<file path="config.mk">
export PLATFORM = sky130hd
export DESIGN_NAME = fetch_unit_flat
export DESIGN_NICKNAME = d
export VERILOG_FILES = /design/src/rtl/fetch_unit_if.sv /design/src/rtl/fetch_unit.sv /design/src/flat_wrapper.sv
export SDC_FILE = /design/constraint.sdc
export NUM_CORES = 1
export LEC_CHECK = 0
export BUFFER_PORTS_ARGS = -buffer_cell sky130_fd_sc_hd__buf_2
export CAP_MARGIN = 40
export CORE_AREA = 2 2 100 102
export DETAILED_ROUTE_END_ITERATION = 8
export DIE_AREA = 0 0 102 104
export GPL_ROUTABILITY_DRIVEN = 1
export PLACE_DENSITY = 0.7
export SYNTH_ARGS = -nofsm -noshare
export SYNTH_HDL_FRONTEND = slang
export SYNTH_SLANG_ARGS = --single-unit
export TNS_END_PERCENT = 1
</file>
<file path="constraint.sdc">
create_clock -name clk -period 5 [get_ports clk]
set_clock_uncertainty 0.2 [all_clocks]
set_input_delay 0.75 -clock clk [delete_from_list [all_inputs] [get_ports clk]]
set_output_delay 0.75 -clock clk [all_outputs]
set_load 0.03 [all_outputs]
</file>
<file path="src/rtl/fetch_unit_if.sv">
// Fetch-unit bus bundle: instruction-memory read port, decode handshake and execute redirect.
interface fetch_unit_if #(
  parameter int unsigned addr_size = 16,
  parameter int unsigned data_size = 16
);
  logic                 mem_req;
  logic [addr_size-1:0] mem_addr;
  logic                 mem_ack;
  logic [data_size-1:0] mem_data;
  logic                 instr_valid;
  logic [data_size-1:0] instr;
  logic [addr_size-1:0] instr_ip;
  logic                 instr_ready;
  logic                 do_jmp;
  logic [addr_size-1:0] jaddr;

  modport master (
    output mem_req, mem_addr, instr_valid, instr, instr_ip,
    input  mem_ack, mem_data, instr_ready, do_jmp, jaddr
  );
  modport slave (
    input  mem_req, mem_addr, instr_valid, instr, instr_ip,
    output mem_ack, mem_data, instr_ready, do_jmp, jaddr
  );
endinterface

</file>
<file path="src/rtl/fetch_unit.sv">
// Instruction fetch sequencer: single-outstanding reads into a small buffer feeding decode.
// FETCH_PREFETCH_EN selects a two-entry buffer (one word of lookahead); default is one entry.
module fetch_unit #(
  parameter int unsigned          addr_size  = 16,
  parameter int unsigned          data_size  = 16,
  parameter logic [addr_size-1:0] reset_addr = '0
) (
  input logic          clk,
  input logic          rst_n,
  fetch_unit_if.master bus
);
`ifdef FETCH_PREFETCH_EN
  localparam int D = 2;
`else
  localparam int D = 1;
`endif

  typedef enum logic [1:0] {FETCH, WAIT, FLUSH} state_t;

  state_t                         state;
  logic [addr_size-1:0]           ip, target, flush_tgt;
  logic [D-1:0][data_size-1:0]    buf_word, word_nxt;
  logic [D-1:0][addr_size-1:0]    buf_addr, addr_nxt;
  logic [1:0]                     count, count_nxt, wr_idx;
  logic                           pop, push, room;

  assign bus.instr_valid = (count != 2'd0);
  assign bus.instr       = buf_word[0];
  assign bus.instr_ip    = buf_addr[0];

  // A redirect kills both sides of the buffer in the cycle it arrives.
  assign pop       = bus.instr_valid && bus.instr_ready && !bus.do_jmp;
  assign push      = (state == WAIT) && bus.mem_ack && !bus.do_jmp;
  assign count_nxt = count - 2'(pop) + 2'(push);
  assign wr_idx    = count - 2'(pop);
  assign room      = (count_nxt < 2'(D));
  assign flush_tgt = bus.do_jmp ? bus.jaddr : target;

  always_comb begin
    word_nxt = buf_word;
    addr_nxt = buf_addr;
    if (pop)
      for (int i = 0; i < D - 1; i++) begin
        word_nxt[i] = buf_word[i+1];
        addr_nxt[i] = buf_addr[i+1];
      end
    if (push)
      for (int i = 0; i < D; i++)
        if (wr_idx == 2'(i)) begin
          word_nxt[i] = bus.mem_data;
          addr_nxt[i] = ip;
        end
  end

  always_ff @(posedge clk or negedge rst_n) begin
    if (!rst_n) begin
      buf_word <= '0;
      buf_addr <= '0;
      count    <= 2'd0;
    end else begin
      buf_word <= word_nxt;
      buf_addr <= addr_nxt;
      count    <= bus.do_jmp ? 2'd0 : count_nxt;
    end
  end

  // ip always equals the address of the outstanding request while in WAIT.
  always_ff @(posedge clk or negedge rst_n) begin
    if (!rst_n) begin
      state        <= FETCH;
      ip           <= reset_addr;
      target       <= reset_addr;
      bus.mem_req  <= 1'b0;
      bus.mem_addr <= reset_addr;
    end else begin
      case (state)
        FETCH: begin
          if (bus.do_jmp) begin
            ip           <= bus.jaddr;
            bus.mem_req  <= 1'b1;
            bus.mem_addr <= bus.jaddr;
            state        <= WAIT;
          end else if (room) begin
            bus.mem_req  <= 1'b1;
            bus.mem_addr <= ip;
            state        <= WAIT;
          end
        end
        WAIT: begin
          if (bus.mem_ack) begin
            if (bus.do_jmp) begin
              ip           <= bus.jaddr;
              bus.mem_addr <= bus.jaddr;
            end else if (room) begin
              ip           <= ip + addr_size'(1);
              bus.mem_addr <= ip + addr_size'(1);
            end else begin
              ip           <= ip + addr_size'(1);
              bus.mem_req  <= 1'b0;
              state        <= FETCH;
            end
          end else if (bus.do_jmp) begin
            target <= bus.jaddr;
            state  <= FLUSH;
          end
        end
        FLUSH: begin
          if (bus.mem_ack) begin
            ip           <= flush_tgt;
            bus.mem_addr <= flush_tgt;
            state        <= WAIT;
          end else if (bus.do_jmp) begin
            target <= bus.jaddr;
          end
        end
        default: state <= FETCH;
      endcase
    end
  end
endmodule

</file>
<file path="src/flat_wrapper.sv">
// flat-port wrapper written by rule: the top's interface ports become plain ports
module fetch_unit_flat 
#(
  parameter int unsigned          addr_size  = 16,
  parameter int unsigned          data_size  = 16,
  parameter logic [addr_size-1:0] reset_addr = '0
)
  (clk, rst_n, bus_mem_req, bus_mem_addr, bus_instr_valid, bus_instr, bus_instr_ip, bus_mem_ack, bus_mem_data, bus_instr_ready, bus_do_jmp, bus_jaddr);
  fetch_unit_if #(.addr_size(addr_size), .data_size(data_size)) bus_i ();
  input logic clk;
  input logic rst_n;
  output wire logic [$bits(bus_i.mem_req)-1:0] bus_mem_req;
  output wire logic [$bits(bus_i.mem_addr)-1:0] bus_mem_addr;
  output wire logic [$bits(bus_i.instr_valid)-1:0] bus_instr_valid;
  output wire logic [$bits(bus_i.instr)-1:0] bus_instr;
  output wire logic [$bits(bus_i.instr_ip)-1:0] bus_instr_ip;
  input wire logic [$bits(bus_i.mem_ack)-1:0] bus_mem_ack;
  input wire logic [$bits(bus_i.mem_data)-1:0] bus_mem_data;
  input wire logic [$bits(bus_i.instr_ready)-1:0] bus_instr_ready;
  input wire logic [$bits(bus_i.do_jmp)-1:0] bus_do_jmp;
  input wire logic [$bits(bus_i.jaddr)-1:0] bus_jaddr;
  assign bus_mem_req = bus_i.mem_req;
  assign bus_mem_addr = bus_i.mem_addr;
  assign bus_instr_valid = bus_i.instr_valid;
  assign bus_instr = bus_i.instr;
  assign bus_instr_ip = bus_i.instr_ip;
  assign bus_i.mem_ack = bus_mem_ack;
  assign bus_i.mem_data = bus_mem_data;
  assign bus_i.instr_ready = bus_instr_ready;
  assign bus_i.do_jmp = bus_do_jmp;
  assign bus_i.jaddr = bus_jaddr;
  fetch_unit #(.addr_size(addr_size), .data_size(data_size), .reset_addr(reset_addr)) u_core (.clk(clk), .rst_n(rst_n), .bus(bus_i));
endmodule
</file>
# [Word level (Yosys, flattened, before mapping)]
# Index checks and enable logic that the tools add are counted.
[word_totals] reg_bits=85 elab_cells=69
[classes] eq_ne=12 add_sub_neg=3 n_bitwise=1 reduce_logical=17 n_lt_le_gt_ge=1 mux=27
[op_table] operator="16-bit 2-to-1 mux" n=10
[op_table] operator="16-bit case mux with 3 select lines" n=2
[op_table] operator="16-bit by 1-bit adder with 16-bit output, second input constant" n=1
[op_table] operator="2-bit 2-to-1 mux" n=8
[op_table] operator="5-bit AND reduction" n=3
[op_table] operator="2-bit inequality test, second input constant" n=5
[op_table] operator="3-bit inequality test, second input constant" n=3
[op_table] operator="3-bit by 2-bit inequality test with 1-bit output, second input constant" n=2
[op_table] operator="2-bit case mux with 3 select lines" n=1
[op_table] operator="1-bit 2-to-1 mux" n=5
[op_table] operator="1-bit logical AND" n=4
[op_table] operator="2-bit zero test" n=2
[op_table] operator="2-bit AND reduction" n=2
[op_table] operator="4-bit AND reduction" n=1
[op_table] operator="2-bit nonzero test" n=2
[op_table] operator="3-bit nonzero test" n=1
[op_table] operator="2-bit by 1-bit adder with 2-bit output" n=1
[op_table] operator="2-bit by 1-bit == test with 1-bit output, second input constant" n=1
[op_table] operator="2-bit == test, second input constant" n=1
[op_table] operator="2-bit by 1-bit < comparator with 1-bit output, second input constant" n=1
[op_table] operator="1-bit case mux with 2 select lines" n=1
[op_table] operator="2-bit OR reduction" n=1
[op_table] operator="2-bit by 1-bit subtractor with 2-bit output" n=1
[op_table] operator="1-bit zero test" n=1
[op_table] operator="1-bit NOT" n=1

# [Logic depth before layout (Yosys ltp)]
# Gate-level depths: netlist of the first run.
[logic_depth] word_depth=10 mapped_depth=13

# [Least setup slack after synthesis of the first run]
# Ideal clock, no wire load.
[synth_timing] kind="input port to flip-flop" startpoint="input bus_do_jmp" endpoint="register u_core.bus.mem_addr[6]" path_slack_ps=1871 n_path_buf=3 arrival_ps=2810 path_stages=12 setup_ps=119 cell_sequence="buf_2 -> inv_2 -> clkbuf_1 -> and3_1 -> ha_1 -> inv_1 -> ha_1 -> xnor3_1 -> nor2b_4 -> o31a_1 -> buf_2 -> o21a_1"
[synth_via] elab_chain_cells=7 elab_cells_between_ends=15 cone_classes="add/sub (2); order compare (1); eq/ne (2); mux (6); reduce/logical (4)"
[synth_lines] item="start, declared" line="flat_wrapper.sv:20" text="input wire logic [$bits(bus_i.do_jmp)-1:0] bus_do_jmp;"
[synth_lines] item="1-bit zero test" line="fetch_unit.sv:32, fetch_unit.sv:33"
[synth_lines] item="1-bit logical AND" line="fetch_unit.sv:32" text="assign pop = bus.instr_valid && bus.instr_ready && !bus.do_jmp;"
[synth_lines] item="2-bit by 1-bit subtractor with 2-bit output" line="fetch_unit.sv:34" text="assign count_nxt = count - 2'(pop) + 2'(push);"
[synth_lines] item="2-bit by 1-bit adder with 2-bit output" line="fetch_unit.sv:34"
[synth_lines] item="2-bit by 1-bit < comparator with 1-bit output" line="fetch_unit.sv:36" text="assign room = (count_nxt < 2'(D));"
[synth_lines] item="3-bit by 2-bit inequality test with 1-bit output (no line)"
[synth_lines] item="5-bit AND reduction (no line)"
[synth_lines] item="end signal, assigned" line="fetch_unit.sv:74" text="bus.mem_addr <= reset_addr;"
[synth_lines] item="end signal, assigned" line="fetch_unit.sv:81" text="bus.mem_addr <= bus.jaddr;"
[synth_lines] item="end signal, assigned" line="fetch_unit.sv:85" text="bus.mem_addr <= ip;"
[synth_lines] item="end, declared" line="fetch_unit_if.sv:18" text="output mem_req, mem_addr, instr_valid, instr, instr_ip,"
# Parallel ways exist; a longest one is shown, timed or not. The select of a mux whose other input is x is not followed.
# A chain may end at the register's enable or synchronous reset.

# [Worst setup path after layout of the first run]
[layout_timing] startpoint="register u_core.state[1]" endpoint="register u_core.bus.mem_addr[6]"
[layout_via] elab_chain_cells=7 elab_cells_between_ends=14 cone_classes="add/sub (1); order compare (1); eq/ne (6); mux (1); reduce/logical (5)"
[layout_lines] item="start, declared" line="fetch_unit.sv:20" text="state_t state;"
[layout_lines] item="start signal, assigned" line="fetch_unit.sv:70" text="state <= FETCH;"
[layout_lines] item="start signal, assigned" line="fetch_unit.sv:82" text="state <= WAIT;"
[layout_lines] item="start signal, assigned" line="fetch_unit.sv:86" text="state <= WAIT;"
[layout_lines] item="2-bit by 1-bit == test with 1-bit output" line="fetch_unit.sv:33, fetch_unit.sv:76"
[layout_lines] item="1-bit logical AND (2 in series)" line="fetch_unit.sv:33" text="assign push = (state == WAIT) && bus.mem_ack && !bus.do_jmp;"
[layout_lines] item="2-bit by 1-bit adder with 2-bit output" line="fetch_unit.sv:34"
[layout_lines] item="2-bit by 1-bit < comparator with 1-bit output" line="fetch_unit.sv:36"
[layout_lines] item="3-bit by 2-bit inequality test with 1-bit output (no line)"
[layout_lines] item="5-bit AND reduction (no line)"
# Parallel ways exist; a longest one is shown, timed or not.

==> metrics.md, run 1 <==
| Metric | Value |
|---|---|
| Total power | `4000 µW` |
| Tcrit/Tclk final | `a little over 70%` |
| Routed WL per cell | `between 15 and 20 µm` |
| Final wirelength | `approximately 11 mm` |
| Final ANT Viol Nets | `0` |
| Cell area after synthesis | `4520 µm²` |
| Pre-Repair DR Iteration Count | `4` |
| Pwr per Cell Area | `758 nW/µm²` |
| Number of flops mapped to enable cells by yosys | `0` |
| Pin count of the biggest net entering global routing | `56` |
| Via count | `3612` |
| Clock latency on the worst-skew pair | `~0.37 ns` |
| Slew HR | `around 39%` |
| Slew Limit Fails | `0` |
| R2R cell count | `10` |
| Die W | `approximately 100 µm` |
| H-tree levels | `3` |
| CP endpoint kind | `flip-flop` |
| Setup Buffers After CTS | `0` |
| Fillers | `between 800 and 900` |
| IO Count | `slightly below 90` |
| Post-Syn Instances | `~440` |
| CTS Hold Bufs | `0` |
| Gr ovfl total | `0` |
| Pleak | `0.00237 µW` |
| Vias per cell | `5.55` |
| HPWL Detailed | `between 7 and 8 mm` |
| Global-route wire length before repair | `approximately 18 mm` |
| Root Buffer Master | `clkbuf_8` |
| Register area share after synthesis | `47.0%` |
| Final setup fails | `0` |
| Post-CTS sizing | `0` |
| Buffers on Ports | `86` |
| Remaining DRCs | `0` |
| Fmax | `around 280 MHz` |
| RSZ-0062 raised after global routing | `no` |
| Avg Cell Area, Syn | `slightly above 10 µm²` |
| Startpoint class of the critical path | `flip-flop` |
| Net Count, Synth | `approximately 480` |
| DR iter-0 viols | `~230` |
| Clock buffer depth | `2` |
| Least-Margin Pin Slew | `0.908 ns` |
| TritonCTS Buffers | `9` |
| CP arrival | `3.66 ns` |
| CTS tree | `done` |
| Worst Hold Class | `in -> async` |
| Ant. Diodes | `0` |
| Most common flop cell mapped by yosys | `dfrtp_1` |
| Starting Density | `between 40% and 50%` |
| Share of post-route cells with drive strength above 1 | `between 30% and 40%` |
| Core ar. | `about 9500 µm²` |
| Yosys reg bits | `85` |
| Worst Setup Path Type | `reg -> reg` |
| # clock sinks | `85` |
| Final hold viol count | `0` |
| Initial antenna violation count | `0` |
| R2r setup slk | `between 1 and 1.5 ns` |
| GRT Overall Usage | `a little over a fifth` |
| Fraction of registers with async set/reset | `100%` |
| Register area | `roughly 2100 µm²` |
| GP Congestion | `slightly above 0.8` |
| Vias in the first global route | `3558` |
| Status | `completed` |
| Row cnt | `36` |
| Worst vdd ir | `~0.27 mV` |
| Max_cap viols | `0` |
| Worst-path clk slew | `0.08 ns` |
| Data required, critical path | `between 5 and 6 ns` |
| R2r endpoint | `u_core.bus.mem_addr[6]$_DFFE_PN0P_` |
| Area delta synth->final | `16.6%` |
| Worst-path fanout max | `21` |
| Layout Nets | `~560` |
| Library cells used by synthesis | `63` |
| Setup total negative slack | `0 ns` |
| Min cycle time layout | `around 3.6 ns` |
| Die area | `roughly 11000 µm²` |
| Ys Warns | `0` |
| Reg-to-Reg Start | `u_core.state[1]$_DFFE_PN0P_` |
| Die Ht | `approximately 100 µm` |
| Multi-input logic area | `2220 µm²` |
[cells in the mapped netlist (all sizes together) (4+ instances only)]
library cell | instances | area, µm²
a21oi | 15 | 78.8
nor2 | 37 | 146
dfrtp | 85 | 2130
nand2b | 8 | 50.1
mux2i | 18 | 180
buf | 20 | 109
mux2 | 48 | 541
o211ai | 4 | 30.0
inv | 11 | 41.3
or2 | 6 | 37.5
nand2 | 33 | 124
o31ai | 6 | 50.1
nand4 | 4 | 40.0
a32oi | 4 | 35.0
a31oi | 24 | 150
clkbuf | 7 | 26.3
nand3 | 7 | 35.0
nor2b | 7 | 51.3
nor3 | 5 | 30.0
o21ai | 32 | 160
ha | 7 | 87.6
[cells by family (layout without fill, tap and decap cells)]
kind of cell	count (synthesis)	after routing	share of synthesized area [%]
and+or+nand+nor	126	126	14.6
AOI/OAI and AO/OA	106	106	14.9
DFF	85	85	47.0
muxes	66	66	15.9
buffers and inverters	38	121	3.90
adders and majority gates	7	7	1.94
xor gates and xnor gates	7	7	1.66
[flip-flops by register name, indices dropped and copies added (netlist names)]
register             cells
u_core.bus.instr        16
u_core.bus.instr_ip     16
u_core.bus.mem_addr     16
u_core.bus.mem_req       1
u_core.count             2
u_core.ip               16
u_core.state             2
u_core.target           16
[stage by stage]
step / area [µm²] / setup WS [ns] / instances / hold WS (ns) / util (%)
floorplan: 4520 / 1.87 / 435 / 0.254 / -
global placement: 5030 / 1.57 / 632 / 0.262 / 52.7
CTS: 5280 / 1.45 / 651 / 0.120 / 55.2
detailed placement: 5080 / 1.46 / 636 / 0.269 / 53.2
global route: 5280 / 1.18 / 651 / 0.144 / 55.2
finish: 5280 / 1.40 / 651 / 0.114 / 55.2
[where the power goes]
group          total, µW  internal (µW)  switching [µW]
logic               2170            823            1350
registers           1330           1050             287
clock network        495            257             238
[worst max path at each step]
stage | startpoint | depth (start not counted) | to
final | u_core.state[1]$_DFFE_PN0P_ | 10 | u_core.bus.mem_addr[6]$_DFFE_PN0P_
after global placement | bus_do_jmp | 9 | u_core.bus.mem_addr[6]$_DFFE_PN0P_
after floorplan | bus_do_jmp | 12 | u_core.bus.mem_addr[6]$_DFFE_PN0P_
after CTS | u_core.state[1]$_DFFE_PN0P_ | 10 | u_core.bus.mem_addr[6]$_DFFE_PN0P_
after global routing | u_core.state[1]$_DFFE_PN0P_ | 10 | u_core.bus.mem_addr[6]$_DFFE_PN0P_
after detailed placement | bus_do_jmp | 9 | u_core.bus.mem_addr[6]$_DFFE_PN0P_
[area by class of cell]
cell class                      count  area share [%]
Clock buffer                       14            3.08
Multi-Input combinational cell    312            42.1
Inverter                           11           0.783
Clock inverter                      1           0.569
Timing Repair Buffer               95            9.94
Tap cell                          133            3.15
Sequential cell                    85            40.3
[routing by layer]
metal  up-vias  GRT usage, %  wire length [µm]
met5         -             0                 0
met3        14          3.43               653
met1      1741          28.7              4890
met2       130          33.7              5120
li1       1727             -                 -
met4         0          8.76               190
[critical path, cell delays in order (launching register included)]
cell	delay (ns)
dfrtp_1	0.40
inv_1	0.10
ha_1	0.58
inv_2	0.20
nor3_1	0.31
ha_1	0.21
xnor3_1	0.15
nor2b_4	0.20
o31a_1	0.75
o211ai_1	0.22
o21a_1	0.16
[layout by cell type (no fill, tap or decap), drive strengths merged, types with 3 or more instances in the layout]
master  instances
buf            95
dfrtp          85
mux2           48
nor2           37
nand2          33
o21ai          32
a31oi          24
mux2i          18
a21oi          15
clkbuf         14
inv            11
nand2b          8
nand3           7
ha              7
nor2b           7
o31ai           6
or2             6
nor3            5
a32oi           4
o211ai          4
nand4           4
nor4            3
nor3b           3
xnor2           3
xor2            3
a21o            3
o21a            3
and4            3
a21boi          3
Power figures use the tool's default switching activity.
==> run 2: changes to the inputs <==
==> constraint.sdc (replaced) <==
create_clock -name clk -period 3.6 [get_ports clk]
set_clock_uncertainty 0.2 [all_clocks]
set_input_delay 0.54 -clock clk [delete_from_list [all_inputs] [get_ports clk]]
set_output_delay 0.54 -clock clk [all_outputs]
set_load 0.03 [all_outputs]
==> run 2 against run 1 <==
  * Combinational power rose by 42%
  * Register-to-register slack got worse by 0.72 ns
  * Critical path type unchanged
  * Core utilization rose by 0.83 points
  * Global-route usage rose by 0.64 points
  * Fmax rose by 23%
  * Critical path depth rose by 1
  * Clock power rose by 54%
  * Largest cell class unchanged
  * Cell count rose by 1.2%
  * Worst hold slack improved by 0.071 ns
  * Sequential power rose by 39%
==> metrics.md, run 2 (same netlist as run 1, synthesis figures left out) <==
| Metric | Value |
|---|---|
| Setup total negative slack | `0 ns (unchanged)` |
| Tcrit/Tclk final | `81.2% (+9.1 points)` |
| Clock latency on the worst-skew pair | `0.37 ns (about the same)` |
| Post-CTS sizing | `0 (unchanged)` |
| Final wirelength | `11.1 mm (+2.3%)` |
| Via count | `3694 (+2.3%)` |
| GRT Overall Usage | `21.9% (+0.64 points)` |
| Layout Nets | `565 (+1.3%)` |
| Min cycle time layout | `2.92 ns (-0.679 ns)` |
| Setup Buffers After CTS | `0 (unchanged)` |
| Remaining DRCs | `0 (unchanged)` |
| CTS tree | `done` |
| Buffers on Ports | `86 (unchanged)` |
| Root Buffer Master | `clkbuf_8` |
| Placed cells | `641 (+0.79%)` |
| H-tree levels | `3 (unchanged)` |
| Vias in the first global route | `3549 (-0.25%)` |
| Least-Margin Pin Slew | `0.812 ns (-0.0955 ns)` |
| Ant. Diodes | `0 (unchanged)` |
| HPWL Detailed | `7.64 mm (+1.3%)` |
| TritonCTS Buffers | `9 (unchanged)` |
| Final Instance Count excl. Fillers | `659 (+1.2%)` |
| Worst-path fanout max | `7 (-67%)` |
| IO Count | `87 (unchanged)` |
| Gr ovfl total | `0 (unchanged)` |
| Pin count of the biggest net entering global routing | `49 (-13%)` |
| Worst vdd ir | `0.405 mV (+47%)` |
| DR iter-0 viols | `184 (-19%)` |
| Most frequent cells in the layout | `buf_2 (85), dfrtp_1 (85), mux2_2 (39)` |
| CP endpoint kind | `flip-flop` |
| Final setup fails | `0 (unchanged)` |
| Initial antenna violation count | `0 (unchanged)` |
| Status | `completed` |
| RSZ-0062 raised after global routing | `no` |
| # clock sinks | `85 (unchanged)` |
| Routed WL per cell | `16.8 µm (+1.0%)` |
| GP Congestion | `0.832 (+0.12%)` |
| Die W | `102 µm (unchanged)` |
| Pleak | `0.00241 µW (+2.0%)` |
| Fillers | `848 (-0.47%)` |
| Core ar. | `9550 µm² (unchanged)` |
| Starting Density | `47.4% (unchanged)` |
| Slew Limit Fails | `0 (unchanged)` |
| Row cnt | `36 (unchanged)` |
| Vias per cell | `5.61 (+1.0%)` |
| Global-route wire length before repair | `18.1 mm (+3.2%)` |
| Final ANT Viol Nets | `0 (unchanged)` |
| Worst-path clk slew | `0.09 ns (about the same)` |
| Worst Setup Path Type | `reg -> reg` |
| Data required, critical path | `3.69 ns (-1.37 ns)` |
| Register area | `2130 µm² (unchanged)` |
| Pre-Repair DR Iteration Count | `5 (+1)` |
| Share of post-route cells with drive strength above 1 | `32.7% (+1.2 points)` |
| Die area | `10600 µm² (unchanged)` |
| Pwr per Cell Area | `1060 nW/µm² (+40%)` |
| Max_cap viols | `0 (unchanged)` |
| Slew HR | `45.8% (+6.4 points)` |
| Die Ht | `104 µm (unchanged)` |
| Multi-input logic area | `2220 µm² (-0.17%)` |
| Startpoint class of the critical path | `flip-flop` |
| Worst Hold Class | `in -> reg` |
| Final hold viol count | `0 (unchanged)` |
| Area delta synth->final | `18.4%` |
| Fmax | `342 MHz (+23%)` |
| CP arrival | `3.01 ns (-0.65 ns)` |
| Clock buffer depth | `2 (unchanged)` |
## run 2: changes by cell type in the layout (fill, tap and decap cells not counted), sizes merged
cell,before,now
buf,95,101
bufinv,1,2
clkinv,0,5
clkbuf,14,9
dlygate4sd3,0,1
## run 2: worst max-delay path: stages, from the launching register on
cell and delay [ns]:
dfrtp_1 0.41, or2_2 0.29, and3_1 0.19, ha_1 0.28, inv_1 0.06, ha_1 0.14, xnor3_1 0.22, nor2b_4 0.15
o31ai_2 0.44, buf_4 0.26, a21oi_1 0.05, a21oi_1 0.15
## run 2: report_power, final
group / total, µW / internal [µW] / switching (µW) / leakage, µW
clock network: 760 / 394 / 366 / 0.000113
registers: 1850 / 1450 / 400 / 0.00102
logic: 3090 / 1190 / 1900 / 0.00128
## run 2: timing repair
action                                  CTS  global route
endpoints found under the setup margin    0             0
endpoints found under the hold margin    41             0
hold buffers                              1             0
## run 2: path summary, 6_finish.rpt
check                                               startpoint                                   to  cells past startpoint  slack, ns
max                                  u_core.count[1]$_DFF_PN0_  u_core.bus.mem_addr[15]$_DFFE_PN0P_                     11       0.68
min                                            bus_mem_data[5]      u_core.bus.instr[5]$_DFFE_PN0P_                      2       0.19
max reg2reg                          u_core.count[1]$_DFF_PN0_  u_core.bus.mem_addr[15]$_DFFE_PN0P_                     11       0.68
min reg2reg                u_core.bus.instr_ip[15]$_DFFE_PN0P_  u_core.bus.instr_ip[15]$_DFFE_PN0P_                      1       0.29
max in group asynchronous                                rst_n            u_core.count[1]$_DFF_PN0_                      3       2.06
min in group asynchronous                                rst_n      u_core.bus.instr[3]$_DFFE_PN0P_                      2       0.52
## run 2: area by class of cell
cell class / instances / share of cell area (%)
clock buffer: 9 / 2.31
multi-input combinational: 312 / 41.5
sequential: 85 / 39.7
timing repair buffer: 102 / 10.8
clock inverter: 7 / 1.87
inverter: 11 / 0.771
tap: 133 / 3.11
## run 2: per-layer routing
| metal | vias to the layer above | global-route usage [%] | share of wire (%) |
|---|---|---|---|
| li1 | 1750 | - | - |
| met1 | 1789 | 30.5 | 44 |
| met2 | 136 | 34.0 | 48 |
| met3 | 19 | 4.44 | 6.0 |
| met4 | 0 | 7.05 | 1.9 |
| met5 | - | 0 | 0 |
## run 2: per-stage QoR
step           total power [µW]  worst slack [ns]  utilization [%]  hold slack [ns]  area [µm²]
4_1_cts                    5690             0.359             55.9            0.180        5340
5_1_grt                    6110             0.519             56.1            0.184        5350
3_3_place_gp               4790             0.513             53.2            0.263        5080
6_report                   5700             0.678             56.1            0.185        5350
2_1_floorplan              4050             0.681                -           0.0444        4520
3_5_place_dp               4920             0.393             53.5            0.269        5100
==> run 3: changes to the inputs <==
--- a/config.mk
+++ b/config.mk
@@ -5,6 +5,7 @@
 export SDC_FILE = /design/constraint.sdc
 export NUM_CORES = 1
 export LEC_CHECK = 0
+export ABC_AREA = 1
 export BUFFER_PORTS_ARGS = -buffer_cell sky130_fd_sc_hd__buf_2
 export CAP_MARGIN = 40
 export CORE_AREA = 2 2 100 102
==> constraint.sdc (replaced) <==
create_clock -name clk -period 2.9 [get_ports clk]
set_clock_uncertainty 0.2 [all_clocks]
set_input_delay 0.435 -clock clk [delete_from_list [all_inputs] [get_ports clk]]
set_output_delay 0.435 -clock clk [all_outputs]
set_load 0.03 [all_outputs]
==> run 3 against run 2 <==
  * Worst hold slack lost 0.10 ns
  * Setup slack got worse by 0.14 ns
  * Fmax rose by 23%
  * Clock-buffer cell count unchanged
  * Total power grew 17%
  * Routed wire length increased by 7.8%
  * Via count rose by 15%
  * Sequential share of layout area rose by 0.31 points
  * Critical path type unchanged
==> metrics.md, run 3 <==
| Metric | Value |
|---|---|
| Status | `completed` |
| Startpoint class of the critical path | `flip-flop` |
| R2R cell count | `12 (+1)` |
| Most common flop cell mapped by yosys | `dfrtp_1` |
| CP endpoint | `u_core.bus.mem_addr[3]$_DFFE_PN0P_` |
| Pin count of the biggest net entering global routing | `56 (+14%)` |
| Pre-Repair DR Iteration Count | `5 (unchanged)` |
| Register area share after synthesis | `47.0% (about the same)` |
| GP Congestion | `0.934 (+12%)` |
| Dominant cells by area after synthesis | `dfrtp_1 (47%), nand2_1 (12%), a21oi_1 (6.5%), o21ai_0 (6.0%), mux2_2 (4.5%)` |
| Final ANT Viol Nets | `0 (unchanged)` |
| Tcrit/Tclk final | `81.6% (+0.43 points)` |
| Worst-path fanout max | `18 (+11)` |
| Worst Hold Class | `in -> reg` |
| Row cnt | `36 (unchanged)` |
| Die W | `102 µm (unchanged)` |
| Die Ht | `104 µm (unchanged)` |
| Via count | `4246 (+15%)` |
| Final Instance Count excl. Fillers | `793 (+20%)` |
| Data required, critical path | `2.98 ns (-0.71 ns)` |
| Yosys reg bits | `85 (unchanged)` |
| Final setup fails | `0 (unchanged)` |
| DR iter-0 viols | `288 (+57%)` |
| Int Pwr | `3330 µW (+9.7%)` |
| Ys Warns | `0 (unchanged)` |
| Worst-path clk slew | `0.09 ns (about the same)` |
| IO Count | `87 (unchanged)` |
| Count leader, synth | `nand2_1` |
| Power share of the clock group | `13.4% (about the same)` |
| Most frequent cells in the layout | `nand2_1 (148), buf_2 (85), dfrtp_1 (85)` |
| Final Util | `55.6% (-0.43 points)` |
| Root Buffer Master | `clkbuf_8` |
| CP Cell Sequence | `nor2_1 -> nor2_1 -> ha_1 -> inv_1 -> ha_1 -> xnor2_1 -> nor2_2 -> nand2_2 -> nand2_4 -> inv_1 -> nand2_1 -> nand2_1` |
| Slowest cell delay on critical path | `0.41 ns (-0.03 ns)` |
| Clock latency on the worst-skew pair | `0.37 ns (about the same)` |
| R2r endpoint | `u_core.bus.mem_addr[3]$_DFFE_PN0P_` |
| Most common cell after layout, fill and taps aside | `nand2_1` |
| CP endpoint kind | `flip-flop` |
| Comb pwr share | `54.1% (about the same)` |
| Vias per cell | `5.35 (-4.5%)` |
| Vias in the first global route | `3986 (+12%)` |
| Buffers on Ports | `86 (unchanged)` |
| Slew HR | `65.6% (+20 points)` |
| Final hold viol count | `0 (unchanged)` |
| Setup Buffers After CTS | `0 (unchanged)` |
| R2r setup slk | `0.53 ns (-0.14 ns)` |
| Crit-path slowest cell | `dfrtp_1` |
| Cell area after synthesis | `4520 µm² (about the same)` |
| Routed WL per cell | `15.1 µm (-10%)` |
| Worst Setup Path Type | `reg -> reg` |
| Remaining DRCs | `0 (unchanged)` |
| Pwr per Cell Area | `1250 nW/µm² (+18%)` |
| Layout Nets | `699 (+24%)` |
| HPWL Detailed | `8.58 mm (+12%)` |
| Crit path from | `u_core.count[1]$_DFF_PN0_` |
| Placed cell area | `5100 µm² (-0.12%)` |
| Min cycle time layout | `2.37 ns (-0.556 ns)` |
| CP arrival | `2.44 ns (-0.57 ns)` |
| H-tree levels | `3 (unchanged)` |
| Slew Limit Fails | `0 (unchanged)` |
| Net Switching | `3340 µW (+25%)` |
| Number of flops mapped to enable cells by yosys | `0 (unchanged)` |
| Yosys top cell by area | `dfrtp_1` |
| Global-route wire length before repair | `19.6 mm (+8.0%)` |
| Fraction of registers with async set/reset | `100% (unchanged)` |
| Placed cells | `776 (+21%)` |
| Max_cap viols | `0 (unchanged)` |
| Reg power frac | `32.4% (about the same)` |
| Initial antenna violation count | `0 (unchanged)` |
| Net Count, Synth | `613 (+28%)` |
| Least-Margin Pin Slew | `0.516 ns (-0.297 ns)` |
| RSZ-0062 raised after global routing | `no` |
| Pleak | `0.00270 µW (+12%)` |
| Avg Cell Area, Syn | `7.95 µm² (-24%)` |
| Worst vdd ir | `0.483 mV (+19%)` |
| Area delta synth->final | `17.5%` |
| Die area | `10600 µm² (unchanged)` |
| Switching share of power | `50.1% (+3.3 points)` |
| Post-Syn Instances | `569 (+31%)` |
| GRT Overall Usage | `23.5% (+1.6 points)` |
| Synth top area share | `47.0% (about the same)` |
| Commonest cells in the netlist | `nand2_1 (148), dfrtp_1 (85), a21oi_1 (59), o21ai_0 (54), inv_1 (49)` |
| Share of post-route cells with drive strength above 1 | `23.0% (-9.7 points)` |
| Setup total negative slack | `0 ns (unchanged)` |
| Ant. Diodes | `0 (unchanged)` |
| Fmax | `423 MHz (+23%)` |
| Cell area after layout | `5310 µm² (-0.77%)` |
| Starting Density | `47.4% (about the same)` |
| Library cells used by synthesis | `30 (-52%)` |
| CTS tree | `done` |
| Gr ovfl total | `0 (unchanged)` |
| TritonCTS Buffers | `9 (unchanged)` |
| Clock buffer depth | `2 (unchanged)` |
| Core ar. | `9550 µm² (unchanged)` |
| Reg-to-Reg Start | `u_core.count[1]$_DFF_PN0_` |
| Final wirelength | `12.0 mm (+7.8%)` |
| # clock sinks | `85 (unchanged)` |
run 3: cell types whose count changed in the layout (fill, tap and decap cells not counted), moves of 8 or more:
cell      delta
a31oi_1     -24
nand2b_1     -8
a21oi_1     +45
o21ai_0     +27
nand2_1    +115
nand3_1     +18
nor2_1      +11
mux2_2      -21
mux2_1       -9
inv_1       +40
mux2i_1     -18
run 3: worst max-delay path, delay by kind of cell, from the launching register on:
kind | cells | cell delay [ns]
fa+ha+maj | 2 | 0.54
buf+inv | 2 | 0.19
flops | 1 | 0.41
simple gates | 7 | 0.79
xor+xnor | 1 | 0.14
run 3: stage by stage:
step	setup slack [ns]	hold WS [ns]	total power, µW
6_report	0.533	0.0844	6670
5_1_grt	0.312	0.0750	7200
4_1_cts	0.526	0.0792	6670
3_5_place_dp	0.467	0.217	5770
3_3_place_gp	0.504	0.219	5680
2_1_floorplan	0.388	-0.0606	4720
run 3: kinds of logic after synthesis:
| logic type | Yosys count | share of synthesized area, % |
|---|---|---|
| AO/OA/AOI/OAI | 139 | 16.8 |
| adder cells (fa/ha/maj) | 7 | 1.94 |
| buffers and inverters | 79 | 7.33 |
| flip-flops | 85 | 47.0 |
| XOR/XNOR | 2 | 0.387 |
| multiplexers | 18 | 4.48 |
| AND/OR/NAND/NOR | 239 | 22.0 |
run 3: final cells by class:
| class | instances | area (µm²) |
|---|---|---|
| clock buffer | 9 | 124 |
| clock inverter | 7 | 80.1 |
| fill | 923 | 4240 |
| inverter | 55 | 206 |
| multi-input combinational | 405 | 2060 |
| sequential | 85 | 2130 |
| tap | 133 | 166 |
| timing repair buffer | 99 | 546 |
run 3: what timing repair did:
item	4_1_cts	5_1_grt
hold buffers	1	0
hold endpoints to repair	30	0
resized for setup	0	0
run 3: power groups by stage:
stage / registers [µW] / clock network (µW) / logic [µW]
2_1_floorplan: 2740 / 0 / 1970
3_3_place_gp: 2160 / 0 / 3520
3_5_place_dp: 2180 / 0 / 3600
4_1_cts: 2160 / 904 / 3610
5_1_grt: 2240 / 956 / 4010
6_report: 2160 / 895 / 3610
run 3: per-layer routing:
layer	GRT usage (%)	share of wire (%)	vias to the layer above
li1	-	-	2044
met3	4.84	7.8	19
met2	36.4	46	185
met1	32.6	45	1998
met5	0	0	-
met4	8.29	2.0	0
run 3: worst min-delay path by stage:
stage | end | start | slack [ns] | cells past startpoint
floorplan | u_core.bus.instr[0]$_DFFE_PN0P_ | rst_n | -0.06 | 0
finish | u_core.bus.instr[5]$_DFFE_PN0P_ | bus_mem_data[5] | 0.08 | 2
global route | u_core.bus.instr[5]$_DFFE_PN0P_ | bus_mem_data[5] | 0.08 | 2
detailed placement | u_core.bus.instr[2]$_DFFE_PN0P_ | rst_n | 0.22 | 1
global placement | u_core.bus.instr[2]$_DFFE_PN0P_ | rst_n | 0.22 | 1
CTS | u_core.bus.instr[5]$_DFFE_PN0P_ | bus_mem_data[5] | 0.08 | 2
